### config.mk
export PLATFORM = sky130hd
export DESIGN_NAME = clock_mode_sequencer_m
export DESIGN_NICKNAME = d
export VERILOG_FILES = /design/src/rtl/clock_mode_pkg.sv /design/src/rtl/clock_phase_model_m.sv /design/src/rtl/clock_mode_sequencer_m.sv
export SDC_FILE = /design/constraint.sdc
export NUM_CORES = 1
export LEC_CHECK = 0
export ABC_AREA = 0
export CAP_MARGIN = 5
export CORE_MARGIN = 1.5
export CORE_UTILIZATION = 43
export CTS_CLUSTER_DIAMETER = 120
export DETAILED_ROUTE_END_ITERATION = 6
export PLACE_DENSITY = 0.72
export SYNTH_ARGS = -nofsm -noshare
export SYNTH_HDL_FRONTEND = slang
export SYNTH_SLANG_ARGS = --single-unit
### constraint.sdc
create_clock -name gated_clk_w -period 1.4 [get_ports gated_clk_w]
set_input_delay 0.14 -clock gated_clk_w [delete_from_list [all_inputs] [get_ports gated_clk_w]]
set_output_delay 0.14 -clock gated_clk_w [all_outputs]
set_load 0.005 [all_outputs]
### src/rtl/clock_mode_pkg.sv
// Shared types and constants for the clock-mode sequencer and its phase model.
package clock_mode_pkg;

  typedef enum logic [1:0] {
    ST_IDLE     = 2'd0,
    ST_WAIT_BND = 2'd1,
    ST_SETTLE   = 2'd2,
    ST_DONE     = 2'd3
  } seq_state_e;

  localparam int unsigned DIV2_PERIOD = 2;
  localparam int unsigned DIV4_PERIOD = 4;

  // Last phase value of the current divide period (the wrap/boundary phase).
  function automatic logic [1:0] last_phase(input logic div4not2);
    return div4not2 ? 2'(DIV4_PERIOD - 1) : 2'(DIV2_PERIOD - 1);
  endfunction

endpackage

### src/rtl/clock_phase_model_m.sv
// Tracks the divider's internal phase and decodes predictive rise/fall strobes.
module clock_phase_model_m
  import clock_mode_pkg::*;
(
  input  logic       gated_clk_w,
  input  logic       resetb,
  input  logic       div4not2,
  input  logic       sync_zero,
  output logic [1:0] phase,
  output logic       wrap,
  output logic       rise_stb,
  output logic       fall_stb
);

  logic [1:0] last;

  always_comb begin
    last     = last_phase(div4not2);
    wrap     = (phase == last);
    // The divided clock rises on the edge that closes the period.
    rise_stb = wrap;
    fall_stb = div4not2 ? (phase == 2'd1) : (phase == 2'd0);
  end

  always_ff @(posedge gated_clk_w or negedge resetb) begin
    if (!resetb) begin
      phase <= '0;
    end else if (sync_zero || wrap) begin
      phase <= '0;
    end else begin
      phase <= phase + 2'd1;
    end
  end

endmodule

### src/rtl/clock_mode_sequencer_m.sv
// Sequences div2/div4 mode changes onto phase boundaries with a valid/ready handshake.
// Optional change counter enabled by defining CLKSEQ_CHANGE_COUNT_EN.
module clock_mode_sequencer_m
  import clock_mode_pkg::*;
#(
  parameter int unsigned SETTLE_CYCLES = 2,
  parameter logic        RESET_DIV4    = 1'b1
) (
  input  logic       gated_clk_w,
  input  logic       resetb,
  input  logic       req_valid,
  input  logic       req_div4not2,
  output logic       req_ready,
  output logic       done_stb,
  output logic       div4not2,
  output logic [1:0] phase,
  output logic       rise_stb,
  output logic       fall_stb,
  output logic       busy
`ifdef CLKSEQ_CHANGE_COUNT_EN
  ,
  output logic [7:0] change_count
`endif
);

  seq_state_e state_q, state_d;
  logic       req_q;
  logic [3:0] settle_q;
  logic       wrap;
  logic       load_req;
  logic       do_switch;

  clock_phase_model_m u_phase (
    .gated_clk_w (gated_clk_w),
    .resetb      (resetb),
    .div4not2    (div4not2),
    .sync_zero   (do_switch),
    .phase       (phase),
    .wrap        (wrap),
    .rise_stb    (rise_stb),
    .fall_stb    (fall_stb)
  );

  // NOTE: every signal driven here gets a default first so no latch is inferred.
  always_comb begin
    state_d   = state_q;
    load_req  = 1'b0;
    do_switch = 1'b0;
    unique case (state_q)
      ST_IDLE: begin
        if (req_valid) begin
          load_req = 1'b1;
          state_d  = (req_div4not2 == div4not2) ? ST_DONE : ST_WAIT_BND;
        end
      end
      ST_WAIT_BND: begin
        // The accept edge leaves IDLE, so it can never double as the switch edge.
        if (wrap) begin
          do_switch = 1'b1;
          state_d   = ST_SETTLE;
        end
      end
      ST_SETTLE: begin
        if (settle_q == 4'(SETTLE_CYCLES - 1)) state_d = ST_DONE;
      end
      ST_DONE: state_d = ST_IDLE;
      default: state_d = ST_IDLE;
    endcase
  end

  always_comb begin
    req_ready = (state_q == ST_IDLE);
    done_stb  = (state_q == ST_DONE);
    busy      = (state_q != ST_IDLE);
  end

  // NOTE: sequential state uses non-blocking assignments so all flops update together.
  always_ff @(posedge gated_clk_w or negedge resetb) begin
    if (!resetb) begin
      state_q <= ST_IDLE;
    end else begin
      state_q <= state_d;
    end
  end

  always_ff @(posedge gated_clk_w or negedge resetb) begin
    if (!resetb) begin
      req_q    <= RESET_DIV4;
      div4not2 <= RESET_DIV4;
      settle_q <= '0;
    end else begin
      if (load_req) req_q <= req_div4not2;
      if (do_switch) begin
        div4not2 <= req_q;
        settle_q <= '0;
      end else if (state_q == ST_SETTLE) begin
        settle_q <= settle_q + 4'd1;
      end
    end
  end

`ifdef CLKSEQ_CHANGE_COUNT_EN
  always_ff @(posedge gated_clk_w or negedge resetb) begin
    if (!resetb) begin
      change_count <= '0;
    end else if (do_switch) begin
      change_count <= change_count + 8'd1;
    end
  end
`endif

endmodule

==> results.cfg <==
[yosys]
ys_seq_area_frac = 0.4363
synth_area_um2 = 579.3
async_flop_share = 1.000
syn-instance-count = 56
yosys.area.top_type_share = 0.3456
synth_top_area_cell = dfrtp_1
synth_common_cells = dfrtp_1, ha_1, inv_1
ys_ff_latch = 10
avgSynthCellArea_um2 = 10.34
syn_nets = 68
yosysWarnings = 0
synth_edf_count = 0
ys.flop_type = dfrtp_1
synthTopCellsByArea = dfrtp_1, ha_1, dfstp_2
ys_types = 19

[clock_network]
postCtsHoldBufs = 0
htreeDepth = 1
cts_tree = yes
cts_sinks = 10
path_clk_slew_ns = 0.07
cts_buffer_depth = 2
insertion_delay_ns = 0.28
numCtsBuffers = 3
clockRootBuffer = clkbuf_4

[sta]
max_freq_ghz = 0.6622
relSlewSlack = 0.7111
maxSlewViolCount = 0
hold_ws_ns = 0.1657
post-route-period-util = 1.079
clock_skew_ns = 0.001201
fin_ws_ns = -0.1100
hold_violations = 0
final-setup-viol-count = 5
worst_pin_slew_ns = 0.4321
fin_crit_ns = 1.510
rsz0062_at_grt = true

[critical_path]
start_kind = flip-flop
arrival_ns = 1.71
cpPeakStageDelay_ns = 0.56
path_cells = xnor2_2 -> nand2_2 -> buf_6 -> a221o_1 -> mux2i_1
crit_fanout = 3
endpoint_kind = flip-flop
crit_buf_inv = 1
critPathRequiredTime_ns = 1.60
cp_top_family = flip-flops
critPathKind = reg -> reg
crit_path_top_delay_cell = dfstp_2

[detailed_routing]
drc_errors = 0
wirelength_um = 1210
via_count = 464
vias_per_cell = 4.640
dr.pass1.iters = 4
wl_per_cell_um = 12.10
drt_iter0_markers = 10
ant_nets = 0

[finish]
design_area_um2 = 897.1
layout-drive-gt1-share = 0.5059
area_delta_synth_final_pct = 54.86
final_nets = 98
antenna_cells = 0

[global_route]
grt.overflow.total = 0
grt_pass1_wl_um = 1759
grt_util_all_layers = 0.1760
grt_max_degree = 11
grt_pass1_vias = 412
antenna_found_initial = 0

[min_path]
hold_class = in -> async

[placement]
placement.io_buffers = 11
dp_hpwl_um = 701.2
gp_congestion = 0.7530
place_area_um2 = 744.5

[floorplan]
initial_core_util = 0.4508
io_pins = 12
rows = 13
chipWidth_um = 39.71
core_um2 = 1285
die_area_um2 = 1576
die_h_um = 39.71

[power_and_ir_drop]
vdd_drop_max_v = 0.001224
leakagePower_uw = 0.0004676
p_per_area_nw_per_um2 = 2512

[status]
status = finished, violations left
violations = setup timing

[job]
maxCapViolCount = 0
final timing paths:
kind / start / endpoint / slack, ns / cells past startpoint
max: div4not2 / state_q[1] / -0.11 / 5
min: resetb / state_q[0] / 0.17 / 1
max reg2reg: div4not2 / state_q[1] / -0.11 / 5
min reg2reg: settle_q[2] / settle_q[2] / 0.57 / 2
max in group asynchronous: resetb / req_q / 0.91 / 1
min in group gated_clk_w: req_valid / req_q / 0.53 / 3
layout make-up:
| type | instances | area [µm²] |
|---|---|---|
| clock buffer | 4 | 36.28 |
| tap | 15 | 18.77 |
| timing repair buffer | 27 | 234.0 |
| fill | 82 | 387.9 |
| sequential | 10 | 252.7 |
| multi-input combinational | 36 | 325.3 |
| inverter | 8 | 30.03 |
power by group:
| part | internal (µW) | switching (µW) |
|---|---|---|
| logic | 837 | 580 |
| clock network | 158 | 114 |
| registers | 447 | 118 |
| total | 1440 | 812 |
registers in the layout (all words and copies together), names as in the netlist:
signal         flops
div4not2           1
u_phase.phase      2
settle_q           4
state_q            2
req_q              1
layout by cell type, fill, tap and decap left out:
| master | count |
|---|---|
| dlygate4sd2_1 | 1 |
| inv_1 | 3 |
| a221o_1 | 1 |
| ha_2 | 2 |
| a211oi_1 | 1 |
| clkbuf_8 | 1 |
| buf_2 | 2 |
| dlymetal6s2s_1 | 1 |
| ha_1 | 5 |
| dfrtp_1 | 8 |
| nand4_1 | 1 |
| and2_2 | 1 |
| nand2_2 | 1 |
| buf_6 | 6 |
| inv_2 | 5 |
| clkdlybuf4s15_1 | 1 |
| mux2_4 | 2 |
| xnor2_2 | 1 |
| xnor2_1 | 1 |
| a21oi_1 | 2 |
| ha_4 | 1 |
| mux2_2 | 1 |
| clkbuf_2 | 1 |
| clkdlybuf4s50_1 | 3 |
| clkbuf_4 | 3 |
| nor2_1 | 7 |
| mux2i_1 | 1 |
| and3_2 | 1 |
| a211oi_2 | 1 |
| dfstp_2 | 2 |
| nand2_1 | 3 |
| xor2_1 | 3 |
| buf_4 | 12 |
logic make-up (layout without fill, tap and decap cells):
group	count (synthesis)	after routing	synth area share
AO/OA/AOI/OAI	5	5	0.06047
XOR/XNOR	5	5	0.07561
adder cells (fa/ha/maj)	8	8	0.1728
buffers and inverters	10	39	0.06694
flip-flops	10	10	0.4363
multiplexers	4	4	0.08206
AND/OR/NAND/NOR	14	14	0.1059
stage by stage:
| stage | utilization | TNS (ns) | cells | setup slack, ns | power (µW) |
|---|---|---|---|---|---|
| 2_1_floorplan | - | 0 | 56 | 0.01905 | 1166 |
| 3_3_place_gp | 0.5794 | -0.1222 | 86 | -0.06381 | 1579 |
| 3_5_place_dp | 0.5794 | -0.2006 | 86 | -0.09388 | 1591 |
| 4_1_cts | 0.6611 | -0.3749 | 98 | -0.1273 | 2041 |
| 5_1_grt | 0.6982 | -0.6431 | 100 | -0.1588 | 2452 |
| 6_report | 0.6982 | -0.3420 | 100 | -0.1100 | 2254 |
layer usage:
layer  GRT usage  vias up  wire length (µm)
met4      0.1034        0                23
met1      0.2281      211               513
li1            -      240                 -
met5           0        -                 0
met2      0.2664       11               639
met3     0.03409        2                34
worst register-to-register path, stage by stage (launching register included):
cell	delay [ns]
dfstp_2	0.56
xnor2_2	0.12
nand2_2	0.10
buf_6	0.13
a221o_1	0.34
mux2i_1	0.18
timing repair:
item,in CTS,in global routing
resized for setup,23,19
buffers inserted,9,3
setup endpoints to repair,8,11
pin swaps,4,3
Power figures use the tool's default switching activity.
